**config.mk**
```make
export PLATFORM = sky130hd
export DESIGN_NAME = ccff_prog_ctrl
export DESIGN_NICKNAME = d
export VERILOG_FILES = /design/src/rtl/ccff_prog_ctrl.sv
export SDC_FILE = /design/constraint.sdc
export NUM_CORES = 1
export LEC_CHECK = 0
export ABC_CLOCK_PERIOD_IN_PS = 3640
export CORE_MARGIN = 2
export CORE_UTILIZATION = 55
export CTS_CLUSTER_DIAMETER = 80
export DETAILED_ROUTE_END_ITERATION = 10
export PLACE_DENSITY = 0.85
export SLEW_MARGIN = 10
export SYNTH_ARGS = -nofsm -noshare
export SYNTH_HDL_FRONTEND = slang
export SYNTH_SLANG_ARGS = --single-unit
```
**constraint.sdc**
```tcl
create_clock -name clk -period 3.64 [get_ports clk]
set_clock_uncertainty 0.05 [all_clocks]
set_input_delay 0.728 -clock clk [delete_from_list [all_inputs] [get_ports clk]]
set_output_delay 0.728 -clock clk [all_outputs]
set_load 0.01 [all_outputs]
```
**src/rtl/ccff_prog_ctrl.sv**
```systemverilog
// rtl/ccff_prog_ctrl.sv - configuration-chain programming sequencer with optional read-back compare
module ccff_prog_ctrl #(
    parameter int WORD_W   = 32,
    parameter int ADDR_W   = 10,
    parameter int CNT_W    = 16,
    parameter int HALF_PER = 1
) (
    input  logic              clk,
    input  logic              reset,
    input  logic              start,
    input  logic              verify,
    input  logic              abort,
    input  logic [CNT_W-1:0]  cfg_nbits,
    output logic              mem_req,
    output logic [ADDR_W-1:0] mem_addr,
    input  logic              mem_ack,
    input  logic [WORD_W-1:0] mem_rdata,
    output logic              prog_clk,
    output logic              ccff_head,
    input  logic              ccff_tail,
    output logic              busy,
    output logic              done,
    output logic              pass,
    output logic [15:0]       err_cnt
);

    localparam int IDX_W = (WORD_W > 1) ? $clog2(WORD_W) : 1;
    localparam int HC_W  = (HALF_PER > 1) ? $clog2(HALF_PER) : 1;
    localparam logic [IDX_W-1:0] IDX_LAST = IDX_W'(WORD_W - 1);
    localparam logic [HC_W-1:0]  HC_LAST  = HC_W'(HALF_PER - 1);

    typedef enum logic [2:0] {
        S_IDLE,
        S_FETCH,
        S_SHIFT_LO,
        S_SHIFT_HI,
        S_DONE
    } state_t;

    state_t             state;
    state_t             state_nxt;
    logic [ADDR_W-1:0]  addr;
    logic [CNT_W-1:0]   bit_cnt;
    logic [CNT_W-1:0]   nbits;
    logic               verify_q;
    logic               pass_no;
    logic [WORD_W-1:0]  word;
    logic [IDX_W-1:0]   word_idx;
    logic [HC_W-1:0]    hcnt;

    logic               half_last;
    logic               stop;
    logic [CNT_W-1:0]   bit_cnt_inc;
    logic [IDX_W-1:0]   idx_inc;

    assign half_last   = (hcnt == HC_LAST);
    assign stop        = abort && (state != S_IDLE);
    assign bit_cnt_inc = bit_cnt + CNT_W'(1);
    assign idx_inc     = word_idx + IDX_W'(1);
    assign mem_req     = (state == S_FETCH);
    assign mem_addr    = addr;

    always_ff @(posedge clk) begin
        if (reset) state <= S_IDLE;
        else       state <= state_nxt;
    end

    always_comb begin
        state_nxt = state;
        case (state)
            S_IDLE:     if (start) state_nxt = (cfg_nbits == '0) ? S_DONE : S_FETCH;
            S_FETCH:    if (mem_ack) state_nxt = S_SHIFT_LO;
            S_SHIFT_LO: if (half_last) state_nxt = S_SHIFT_HI;
            S_SHIFT_HI: begin
                if (half_last) begin
                    if (bit_cnt_inc == nbits)
                        state_nxt = (verify_q && !pass_no) ? S_FETCH : S_DONE;
                    else if (word_idx == IDX_LAST)
                        state_nxt = S_FETCH;
                    else
                        state_nxt = S_SHIFT_LO;
                end
            end
            S_DONE:     state_nxt = S_IDLE;
            default:    state_nxt = S_IDLE;
        endcase
        if (stop) state_nxt = S_IDLE;
    end

    always_ff @(posedge clk) begin
        if (reset) begin
            addr      <= '0;
            bit_cnt   <= '0;
            nbits     <= '0;
            verify_q  <= 1'b0;
            pass_no   <= 1'b0;
            word      <= '0;
            word_idx  <= '0;
            hcnt      <= '0;
            prog_clk  <= 1'b0;
            ccff_head <= 1'b0;
            busy      <= 1'b0;
            done      <= 1'b0;
            pass      <= 1'b0;
            err_cnt   <= '0;
        end else begin
            prog_clk <= (state_nxt == S_SHIFT_HI);
            busy     <= (state_nxt inside {S_FETCH, S_SHIFT_LO, S_SHIFT_HI});
            done     <= (state_nxt == S_DONE);
            hcnt     <= (state_nxt == state) ? hcnt + HC_W'(1) : '0;
            if (stop) begin
                pass <= 1'b0;
            end else begin
                case (state)
                    S_IDLE: begin
                        if (start) begin
                            nbits    <= cfg_nbits;
                            verify_q <= verify;
                            pass_no  <= 1'b0;
                            addr     <= '0;
                            bit_cnt  <= '0;
                            err_cnt  <= '0;
                            pass     <= (cfg_nbits == '0);
                        end
                    end
                    S_FETCH: begin
                        if (mem_ack) begin
                            word      <= mem_rdata;
                            word_idx  <= '0;
                            addr      <= addr + ADDR_W'(1);
                            ccff_head <= mem_rdata[0];
                        end
                    end
                    S_SHIFT_LO: begin
                        // tail is sampled just before the rising edge that would shift it out
                        if (half_last && pass_no && (ccff_tail != word[word_idx])
                            && (err_cnt != 16'hFFFF))
                            err_cnt <= err_cnt + 16'd1;
                    end
                    S_SHIFT_HI: begin
                        if (half_last) begin
                            bit_cnt <= bit_cnt_inc;
                            if (bit_cnt_inc == nbits) begin
                                if (verify_q && !pass_no) begin
                                    pass_no <= 1'b1;
                                    addr    <= '0;
                                    bit_cnt <= '0;
                                end else begin
                                    pass <= (err_cnt == 16'd0);
                                end
                            end else if (word_idx != IDX_LAST) begin
                                word_idx  <= idx_inc;
                                ccff_head <= word[idx_inc];
                            end
                        end
                    end
                    default: ;
                endcase
            end
        end
    end

endmodule

```
==> results.toml, run 1 <==
[status]
status = "finished clean"

[power_and_ir_drop]
p_int_w = 0.001646
sw_frac_of_total_pct = 29.13
comb_power_share_pct = 16.4
p_leak_nw = 2.305
p_switching_w = 0.0006765
powerDensity_nw_per_um2 = 338.5
vdd_ir_drop_max_mv = 0.1966
p_clk_share_pct = 30.1
seq_power_share_pct = 53.5

[grt]
grt_util_all_layers_pct = 26.87
grt_overflow = 0
grt_pass1_vias = 5196
grt_max_degree = 35
grt_pass1_wl_um = 24810
antenna_found_initial = 0

[cts]
cts-buffers-inserted = 9
cts_setup_buffers = 0
clockRootBuffer = "clkbuf_8"
cts-hold-fix-buffers = 0
cts_tree = "built"
clock_sinks = 106
cts_resized = 0
clock_latency_ns = 0.38
htreeDepth = 3
clk_path_buf_depth = 2
clk_pin_slew_worst_paths_ns = 0.11

[critical_path]
rr_worst_depth = 9
worstSetupPathType = "flop to flop"
worstPathArrival_ns = 3.41
r2r_setup_slack_ns = 0.49
critPathRequiredTime_ns = 3.89
r2r-start = "bit_cnt[0]"
cp_max_fo = 10
cp-end-kind = "flop"
r2r-end = "prog_clk"
crit_path_start_kind = "flop"

[layout]
fillCellCount = 843
nets = 827
syn2layout_area_growth_pct = 18.80
antenna_cells = 0
layout-drive-gt1-share_pct = 7.782

[sta]
hold_violations = 0
whs_ns = 0.4174
finalSetupTns_ns = 0
slew_violations = 0
period_share_pct = 86.62
max_freq_mhz = 317.2
slew_headroom_pct = 50.63
setup_slack_ns = 0.4872
setup_viol = 0
rsz0062_at_grt = "no"
tightest_slew_ns = 0.7405
min_period_ns = 3.153

[logic_synthesis]
yosysTopAreaCell = "dfxtp_1"
ys_types = 64
synth_area_leaders = "dfxtp_1, nand2_1, mux4_2"
synthSimpleGateAreaFrac_pct = 27.32
syn_avg_cell_area_um2 = 8.135
synth-async-reset-ratio_pct = 0
synth_area_um2 = 5776
syn_inst = 710
synth_edf_count = 0
synth_top_family_by_area = "simple AND/OR/NAND/NOR gates"
ys_seq_area_share_pct = 36.74
synth_mux_area_share_pct = 9.012
yosys.area.top_type_share_pct = 36.74
synth-main-ff-cell = "dfxtp_1"
syn-num-nets = 771
synthAdderAreaFrac_pct = 1.300
ys_ff_latch = 106
synth_compound_area_share_pct = 15.86
synth_xor_area_share_pct = 5.459
yosysWarnings = 0

[drt]
drc = 0
dr.pass1.iters = 5
post_drt_via_cell_ratio = 5.972
vias = 5417
wirelength_um = 14820
wl_per_cell_um = 16.34
ant_nets = 0
drtIter0Drc = 365

[floorplan]
ioPinCount = 87
fp.coreArea_um2 = 10280
die_area_um2 = 11340
die_x_um = 106.5
rows = 37
die_h_um = 106.5
start_util_pct = 56.20

[hold_path]
min_to = "pass"
whs_path_depth = 2
worstHoldStart = "pass"
holdCritPathClass = "flop to flop"

[place]
globalplace.congestion = 0.9871
dp_slack_ns = 0.5211
place_hpwl_um = 10820
port_buffers = 86

[job]
max_cap_viol_count = 0
## cells by family after synthesis
logic type,Yosys count
xor+xnor,36
compound gates,149
simple gates,327
mux,27
buf+inv,59
fa+ha+maj,6
flops,106
## sequential cells by signal, summed over array words and instances (netlist names), 3 cells and up
name	cells
err_cnt	16
mem_addr	10
word	32
bit_cnt	16
nbits	16
state	3
word_idx	5
## worst max-delay path: stages, from the launching register on
cell and delay, ns:
dfxtp_1 0.46, ha_1 0.35, and3_1 0.33, nand2_1 0.17, o32ai_1 0.29, nor2_1 0.13, nor4_4 0.64, mux2i_1 0.29
a41oi_2 0.16, nor3_1 0.21
## per-layer routing
metal	GRT usage, %	vias to the layer above	routed length [um]
li1	-	2625	-
met1	35.03	2549	6382
met2	45.92	211	7225
met3	4.231	32	940
met4	8.256	0	275
met5	0	-	0
## metrics by stage
step                      cell area, um^2  util (%)  total power (W)  instances
after floorplan                      5776         -         0.001490        710
after global placement               6674     64.94         0.001634        891
after detailed placement             6674     64.94         0.001643        891
after CTS                            6862     66.76         0.002329        907
after global routing                 6862     66.76         0.002419        907
final                                6862     66.76         0.002323        907
## synthesized netlist by cell type (12+ instances only)
cell type,count
a21oi_1,75
and3_1,12
clkbuf_1,32
dfxtp_1,106
mux4_2,20
nand2_1,138
nand2b_1,13
nand3_1,25
nand4_1,12
nor2_1,54
nor2b_1,12
nor3_1,14
o21ai_0,21
xnor2_1,22
xor2_1,14
## final cells by class
type	instances	area, um^2	area share (%)
inverters	10	37.54	0.5470
well taps	136	170.2	2.480
clock buffers	10	137.6	2.006
clock inverters	6	50.05	0.7294
flip-flops and latches	106	2122	30.93
multi-input cells	545	3416	49.78
repair buffers	94	928.4	13.53
## power by group through the flow
| stage | logic [W] | registers, W | clock network (W) |
|---|---|---|---|
| 3_5_place_dp | 0.000375 | 0.00127 | 0 |
| 5_1_grt | 0.000418 | 0.00125 | 0.000752 |
| 6_report | 0.000381 | 0.00124 | 0.000699 |
| 4_1_cts | 0.000377 | 0.00124 | 0.000710 |
| 2_1_floorplan | 0.000240 | 0.00125 | 0 |
| 3_3_place_gp | 0.000368 | 0.00127 | 0 |
## layout by cell type, fill, tap and decap left out, types with 4 or more instances in the layout
cell	instances
nor2b_1	12
xnor2_1	22
clkdlybuf4s50_1	85
a22oi_1	5
o21ai_0	21
and2_1	5
ha_1	6
nor3_1	13
nand3b_1	4
a21o_1	6
a21oi_1	75
or3_1	10
buf_4	7
nand2_1	138
nand4_1	12
a22o_1	6
nor2_1	54
clkbuf_8	10
nand2b_1	13
nand3_1	25
nor4_1	9
and4_1	4
xor2_1	14
and3_1	12
mux2i_1	7
dfxtp_1	106
o22ai_1	4
mux4_2	20
inv_1	9
a31oi_1	7
## how the worst max path moves through the flow
stage | end | slack [ns] | cells past startpoint | from
after global placement | bit_cnt[3] | 0.56 | 7 | abort
final | prog_clk | 0.49 | 9 | bit_cnt[0]
after CTS | err_cnt[12] | 0.52 | 9 | word_idx[0]
after detailed placement | bit_cnt[9] | 0.52 | 7 | abort
after floorplan | err_cnt[13] | 0.96 | 9 | word_idx[0]
after global routing | mem_addr[5] | 0.23 | 9 | bit_cnt[0]
Power figures use the tool's default switching activity.
==> run 2: changes to the inputs <==
PLACE_DENSITY = 0.8   (was 0.85)
==> run 2 against run 1 <==
Total power decreased by 0.21%. Die area unchanged. Combinational power fell by 1%. Core utilization is 0.12 points lower. Count of clock-buffer cells in the layout stayed put. Clock power is essentially flat. Sequential share of layout area increased by 0.056 points. Register-to-register slack lost 0.05 ns. Fmax is 1.5% lower. Cell count did not move. Setup slack worse by 0.048 ns. Critical path type unchanged. Highest routed layer unchanged.
==> results.toml, run 2 (synthesis gave the netlist of run 1 again) <==
[status]
status = "finished clean"

[critical_path]
critPathRequiredTime_ns = 3.86
worstPathArrival_ns = 3.42
r2r_setup_slack_ns = 0.44
cp-end-kind = "flop"
cp_max_fo = 8
worstSetupPathType = "flop to flop"
crit_path_start_kind = "flop"

[power_and_ir_drop]
p_leak_nw = 2.300
vdd_ir_drop_max_mv = 0.2187
power_w = 0.002318
powerDensity_nw_per_um2 = 338.4

[cts]
cts_resized = 0
clock_latency_ns = 0.37
cts-buffers-inserted = 9
clockRootBuffer = "clkbuf_8"
clock_sinks = 106
cts-hold-fix-buffers = 0
clk_pin_slew_worst_paths_ns = 0.10
clk_path_buf_depth = 2
cts_setup_buffers = 0
htreeDepth = 3
cts_tree = "built"

[drt]
post_drt_via_cell_ratio = 5.949
drc = 0
ant_nets = 0
vias = 5396
dr.pass1.iters = 5
wirelength_um = 14610
wl_per_cell_um = 16.10
drtIter0Drc = 316

[sta]
hold_violations = 0
setup_viol = 0
rsz0062_at_grt = "no"
tightest_slew_ns = 0.6999
max_freq_mhz = 312.4
slew_headroom_pct = 53.34
min_period_ns = 3.201
period_share_pct = 87.95
slew_violations = 0
finalSetupTns_ns = 0

[layout]
mostFrequentLayoutCell = "nand2_1"
antenna_cells = 0
fillCellCount = 869
nets = 827
largest_reg_flops = 32
most-common-layout-cells = "nand2_1, dfxtp_1, clkdlybuf4s50_1"
syn2layout_area_growth_pct = 18.59
utilization_pct = 66.64
layout-drive-gt1-share_pct = 7.782
fin_area_um2 = 6849
stdcell_count = 907
top_register = "word"

[floorplan]
rows = 37
die_x_um = 106.5
die_h_um = 106.5
start_util_pct = 56.20
ioPinCount = 87
fp.coreArea_um2 = 10280
die_area_um2 = 11340

[grt]
grt_overflow = 0
antenna_found_initial = 0
grt_pass1_vias = 5049
grt_util_all_layers_pct = 26.04
grt_pass1_wl_um = 23960
grt_max_degree = 69

[place]
placed_area_um2 = 6661
place_hpwl_um = 10710
dp_cells = 891
port_buffers = 86
globalplace.congestion = 0.9468

[hold_path]
holdCritPathClass = "flop to flop"

[job]
max_cap_viol_count = 0
-- run 2: layout make-up --
type / instances / area (um^2) / share of cell area (%)
clock buffer: 10 / 137.6 / 2.009
clock inverter: 6 / 50.05 / 0.7307
inverter: 10 / 37.54 / 0.5480
multi-input combinational: 545 / 3416 / 49.87
sequential: 106 / 2122 / 30.98
tap: 136 / 170.2 / 2.484
timing repair buffer: 94 / 915.9 / 13.37
-- run 2: metrics by stage --
stage	hold WS [ns]	worst slack, ns
3_5_place_dp	0.4106	0.5040
2_1_floorplan	0.3818	0.9615
6_report	0.4241	0.4387
4_1_cts	0.4284	0.4417
3_3_place_gp	0.3820	0.6326
5_1_grt	0.4444	0.1835
-- run 2: worst paths after layout --
kind / startpoint / end / cells after the start
worst max-delay path: bit_cnt[0] / bit_cnt[12] / 9
worst min-delay path: nbits[15] / nbits[15] / 2
worst max register to register: bit_cnt[0] / bit_cnt[12] / 9
worst min register to register: nbits[15] / nbits[15] / 2
-- run 2: critical path: stages (launching register included) --
cell and delay [ns]:
dfxtp_1 0.46, ha_1 0.34, and3_1 0.37, nand2_1 0.18, o32ai_1 0.34, nor2_1 0.14
nor4_2 0.54, or3_1 0.27, nor2_2 0.10, a221o_1 0.31
-- run 2: layer usage --
metal	vias up	routed length, um	part of all wire, %	track usage [%]
li1	2629	-	-	-
met2	176	7049	48	43.27
met3	19	838	5.7	4.905
met5	-	0	0	0
met4	0	291	2.0	8.720
met1	2572	6425	44	34.19
-- run 2: report_power, final --
group | switching (W) | leakage [nW] | internal, W
logic | 0.000207 | 1.35 | 0.000169
registers | 0.0000447 | 0.858 | 0.00120
clock network | 0.000423 | 0.0944 | 0.000275
==> RTL edit 1 (settings of run 2) <==
Change the parameter `WORD_W` from 32 to 128.
--- a/src/rtl/ccff_prog_ctrl.sv
+++ b/src/rtl/ccff_prog_ctrl.sv
@@ -1,5 +1,5 @@
 // rtl/ccff_prog_ctrl.sv - configuration-chain programming sequencer with optional read-back compare
 module ccff_prog_ctrl #(
-    parameter int WORD_W   = 32,
+    parameter int WORD_W   = 128,
     parameter int ADDR_W   = 10,
     parameter int CNT_W    = 16,
Interface: changed (resized mem_rdata); port bits go from 87 to 183. No check against the original RTL was run, so the function may have changed too.
==> RTL edit 1 against run 2 <==
  * Sequential share of layout area shrank 1.6 points
  * Die area increased by 87%
  * Cell area is 100% higher
  * Worst setup slack got worse by 170 ps
  * Power increased to 2.9 times the old value
  * Wire length rose by 110%
  * Synthesized area rose by 91%
  * Utilization is 4.4 points higher
  * Sequential cell count is 98 higher
==> RTL edit 1: results (changes against run 2) <==
[metrics] CP Max Fanout: 22 (+14)
[metrics] largest buffer count on any clock path: 3 (+1)
[metrics] clock share of power: 34.1% (+4.0 points)
[metrics] footprint of the flip-flops and latches: 4088 um2 (+93%)
[metrics] Rel. slew slack: 47.85% (-5.5 points)
[metrics] Unique masters post-synth: 66 (+3.1%)
[metrics] Register-to-Register Setup Slack: 270 ps (-170 ps)
[metrics] count of routing violations after the opening detailed-route iteration: 839 (+170%)
[metrics] met1 track demand over resource in global routing: 38.43% (+4.2 points)
[metrics] buffers added on ports: 182 (+110%)
[metrics] Post-DP HPWL: 22090 um (+110%)
[metrics] non-clock inverter total of the final layout: 20 (+10)
[metrics] RePlAce Congestion: 0.8802 (-7.0%)
[metrics] cell types with the largest area share after synthesis: sky130_fd_sc_hd__dfxtp_1, sky130_fd_sc_hd__nand2_1, sky130_fd_sc_hd__mux4_2, sky130_fd_sc_hd__a21oi_1, sky130_fd_sc_hd__mux4_1
[metrics] relative area of clock buffers and inverters in the final design: 5.335% (+2.6 points)
[metrics] path depth of the worst reg2reg path: 10 (+1)
[metrics] Skew-Pair Late Insertion Delay: 500 ps (+130 ps)
[metrics] depth of the critical timing path with buffers and inverters included: 10 (+1)
[metrics] signal buffers share of area: 15.90% (+2.5 points)
[metrics] Non-CTS buffers: 225 (+140%)
[metrics] CP endpoint: err_cnt[9]
[metrics] library cell used as clock root buffer: sky130_fd_sc_hd__clkbuf_16
[metrics] worst-case vdd ir drop: 375.8 uV (+72%)
[metrics] Filler cells: 1520 (+75%)
[metrics] sum of routed wire segments on met1: 13130 um (+100%)
[metrics] Post-synth top cells: sky130_fd_sc_hd__nand2_1, sky130_fd_sc_hd__dfxtp_1, sky130_fd_sc_hd__a21oi_1
[metrics] launch point of the worst reg-to-reg path: word_idx[0]
[metrics] DP Worst Slack: 275.3 ps (-228.6 ps)
[metrics] number of clock-tree buffers in the layout: 30 (+20)
[metrics] multi-input logic portion of the cell area: 46.46% (-3.4 points)
[metrics] post-synthesis sequential area ratio: 37.05% (+0.31 points)
[metrics] worst path setup slack after routing: 272.1 ps (-166.6 ps)
[metrics] LEAKAGE: 4.635 nW (+100%)
[metrics] first-pass GRT wire length: 50710 um (+110%)
[metrics] deepest level of the CTS H-tree: 1 (-2)
[metrics] met3 track demand over resource: 4.671% (-0.23 points)
[metrics] post-synth net total: 1478 (+92%)
[metrics] Routed met2 length: 14680 um (+110%)
[metrics] status: complete, no violations
[metrics] Wirelength per Cell: 17.63 um (+9.5%)
[metrics] number of global-route vias before repair: 10.07k (+99%)
==> RTL edit 1: cell families after synthesis <==
family / after synthesis / share of synthesized area [%]
flip-flops: 204 / 37.05
multiplexers: 98 / 16.64
adder cells (fa/ha/maj): 6 / 0.6584
AO/OA/AOI/OAI: 301 / 15.48
XOR/XNOR: 28 / 2.225
AND/OR/NAND/NOR: 565 / 23.33
buffers and inverters: 120 / 4.609
==> RTL edit 1: through the flow <==
step | std cells | utilization (%) | power, W | hold WS, ps | cell area [um2]
after floorplan | 1322 | - | 0.003724 | 386.8 | 11020
after global placement | 1711 | 67.11 | 0.004348 | 395.7 | 13150
after detailed placement | 1711 | 67.11 | 0.004389 | 403.2 | 13150
after CTS | 1750 | 70.89 | 0.006657 | 415.6 | 13890
after global routing | 1751 | 71.00 | 0.006975 | 437.8 | 13910
final | 1751 | 71.00 | 0.006664 | 415.0 | 13910
==> RTL edit 2 (settings of run 2) <==
Made on the original files. Reset style: asynchronous (`reset`), changed in 2 clocked blocks.
--- a/src/rtl/ccff_prog_ctrl.sv
+++ b/src/rtl/ccff_prog_ctrl.sv
@@ -61,5 +61,5 @@
     assign mem_addr    = addr;
 
-    always_ff @(posedge clk) begin
+    always_ff @(posedge clk or posedge reset) begin
         if (reset) state <= S_IDLE;
         else       state <= state_nxt;
@@ -88,5 +88,5 @@
     end
 
-    always_ff @(posedge clk) begin
+    always_ff @(posedge clk or posedge reset) begin
         if (reset) begin
             addr      <= '0;
Behaviour: differs if reset is asserted again (counterexample within 4 cycles, from zero or initial values and one cycle with reset high); with reset held inactive, the same outputs for 10 cycles.
==> RTL edit 2 against run 2 <==
  * Synthesized area increased by 8.0%
  * Count of clock-buffer cells in the layout unchanged
  * Hold slack gained 30 ps
  * Worst setup slack got worse by 110 ps
  * Critical path type unchanged
  * Wire length increased by 6.0%
  * Cell area rose by 9.3%
  * Sequential cell count stayed put
  * Largest cell class unchanged
Power is not compared: it rests on default switching activity, and its combinational part moved more than twofold at a synthesized area within 25%.
==> RTL edit 2: results (changes against run 2) <==
[metrics] slowest stage cell, crit path: sky130_fd_sc_hd__nor2_1
[metrics] worst hold start: word[17]
[metrics] maximum cell stage delay along the critical path: 700 ps (+160 ps)
[metrics] maximum operating frequency: 301.6 MHz (-3.5%)
[metrics] RR Endpoint: err_cnt[2]
[metrics] Register-to-Register Setup Slack: 320 ps (-110 ps)
[metrics] status: complete, no violations
[metrics] Hold Worst Slack: 454.3 ps (+30.16 ps)
[metrics] startpoint of the most critical setup path: word_idx[2]
[metrics] Hold EP: word[17]
[metrics] Reg clk slew, reported paths: 70 ps (-30 ps)
[metrics] post-synth net total: 750 (-2.7%)
[metrics] first-pass GRT wire length: 26280 um (+9.6%)
[metrics] Vias/cell: 6.186 (+4.0%)
[metrics] library cell used as clock root buffer: sky130_fd_sc_hd__clkbuf_16
[metrics] total wire length: 15480 um (+6.0%)
[metrics] synthesized-area fraction occupied by adder cells: 1.204% (-0.096 points)
[metrics] post-synthesis sequential area ratio: 42.54% (+5.8 points)
[metrics] cell types with the largest area share after synthesis: sky130_fd_sc_hd__dfrtp_1, sky130_fd_sc_hd__nand2_1, sky130_fd_sc_hd__mux4_2, sky130_fd_sc_hd__xnor2_1, sky130_fd_sc_hd__o21ai_0
[metrics] largest net degree at the start of global routing: 54 (-22%)
[metrics] share of cell area taken by muxes after synthesis: 8.026% (-0.99 points)
[metrics] overall routing resource usage: 26.03% (about the same)
[metrics] Post-synth top cells: sky130_fd_sc_hd__nand2_1, sky130_fd_sc_hd__dfrtp_1, sky130_fd_sc_hd__o21ai_0
[metrics] share of the synthesized area in compound gates (AO/OA/AOI/OAI): 13.74% (-2.1 points)
[metrics] buffers added on ports: 86 (unchanged)
[metrics] number of global-route vias before repair: 5630 (+12%)
[metrics] total number of nets in the final design: 826 (-0.12%)
[metrics] parity-gate share of the synthesized area counting xor and xnor cells: 4.314% (-1.1 points)
[metrics] Post-DP HPWL: 11320 um (+5.7%)
[metrics] most common flop cell mapped by yosys: sky130_fd_sc_hd__dfrtp_1
[metrics] share of final-layout standard cells stronger than drive strength 1: 9.623% (+1.8 points)
[metrics] arrival time of the worst setup path: 3510 ps (+90 ps)
[RTL edit 2: cell types whose count changed after synthesis, sizes merged, moves of 6 or more]
| cell | delta |
|---|---|
| o21ai | +21 |
| dfrtp | +106 |
| nand2b | -6 |
| dfxtp | -106 |
| nor3 | +7 |
| nor2b | -11 |
| nor2 | -27 |
| inv | +10 |
| nand2 | +40 |
| xor2 | -8 |
| a21oi | -48 |
| clkbuf | -15 |
[RTL edit 2: cell type report]
cell class / instances / area, um2
clock buffers: 10 / 239.0
clock inverters: 5 / 40.04
fillers: 859 / 3447
inverters: 21 / 81.33
multi-input cells: 525 / 3307
flip-flops and latches: 106 / 2653
well taps: 140 / 175.2
repair buffers: 102 / 993.5
[RTL edit 2: critical path: cells and delay by family (launching register included)]
family	cells	cell delay (ps)
compound gates	2	390
buf+inv	1	300
flops	1	550
mux	2	560
simple gates	4	1360
[RTL edit 2: report_power, final]
| part | internal, W | total (W) | leakage [nW] | switching [W] |
|---|---|---|---|---|
| logic | 0.000907 | 0.00189 | 1.68 | 0.000985 |
| clock network | 0.000483 | 0.000936 | 0.127 | 0.000454 |
| registers | 0.00153 | 0.00188 | 1.39 | 0.000358 |
| total | 0.00292 | 0.00471 | 3.19 | 0.00180 |
[RTL edit 2: layer usage]
metal	routed length (um)	part of all wire, %	vias to the layer above	global-route usage (%)
li1	-	-	2600	-
met1	6291	41	2773	32.80
met2	7935	51	218	43.89
met3	935	6.0	32	6.476
met4	313	2.0	0	8.917
met5	0	0	-	0
[RTL edit 2: stage by stage]
step,total power (W),std cells
after detailed placement,0.003759,893
after global routing,0.005020,909
after CTS,0.004711,908
after global placement,0.003661,893
after floorplan,0.003149,689
final,0.004713,909
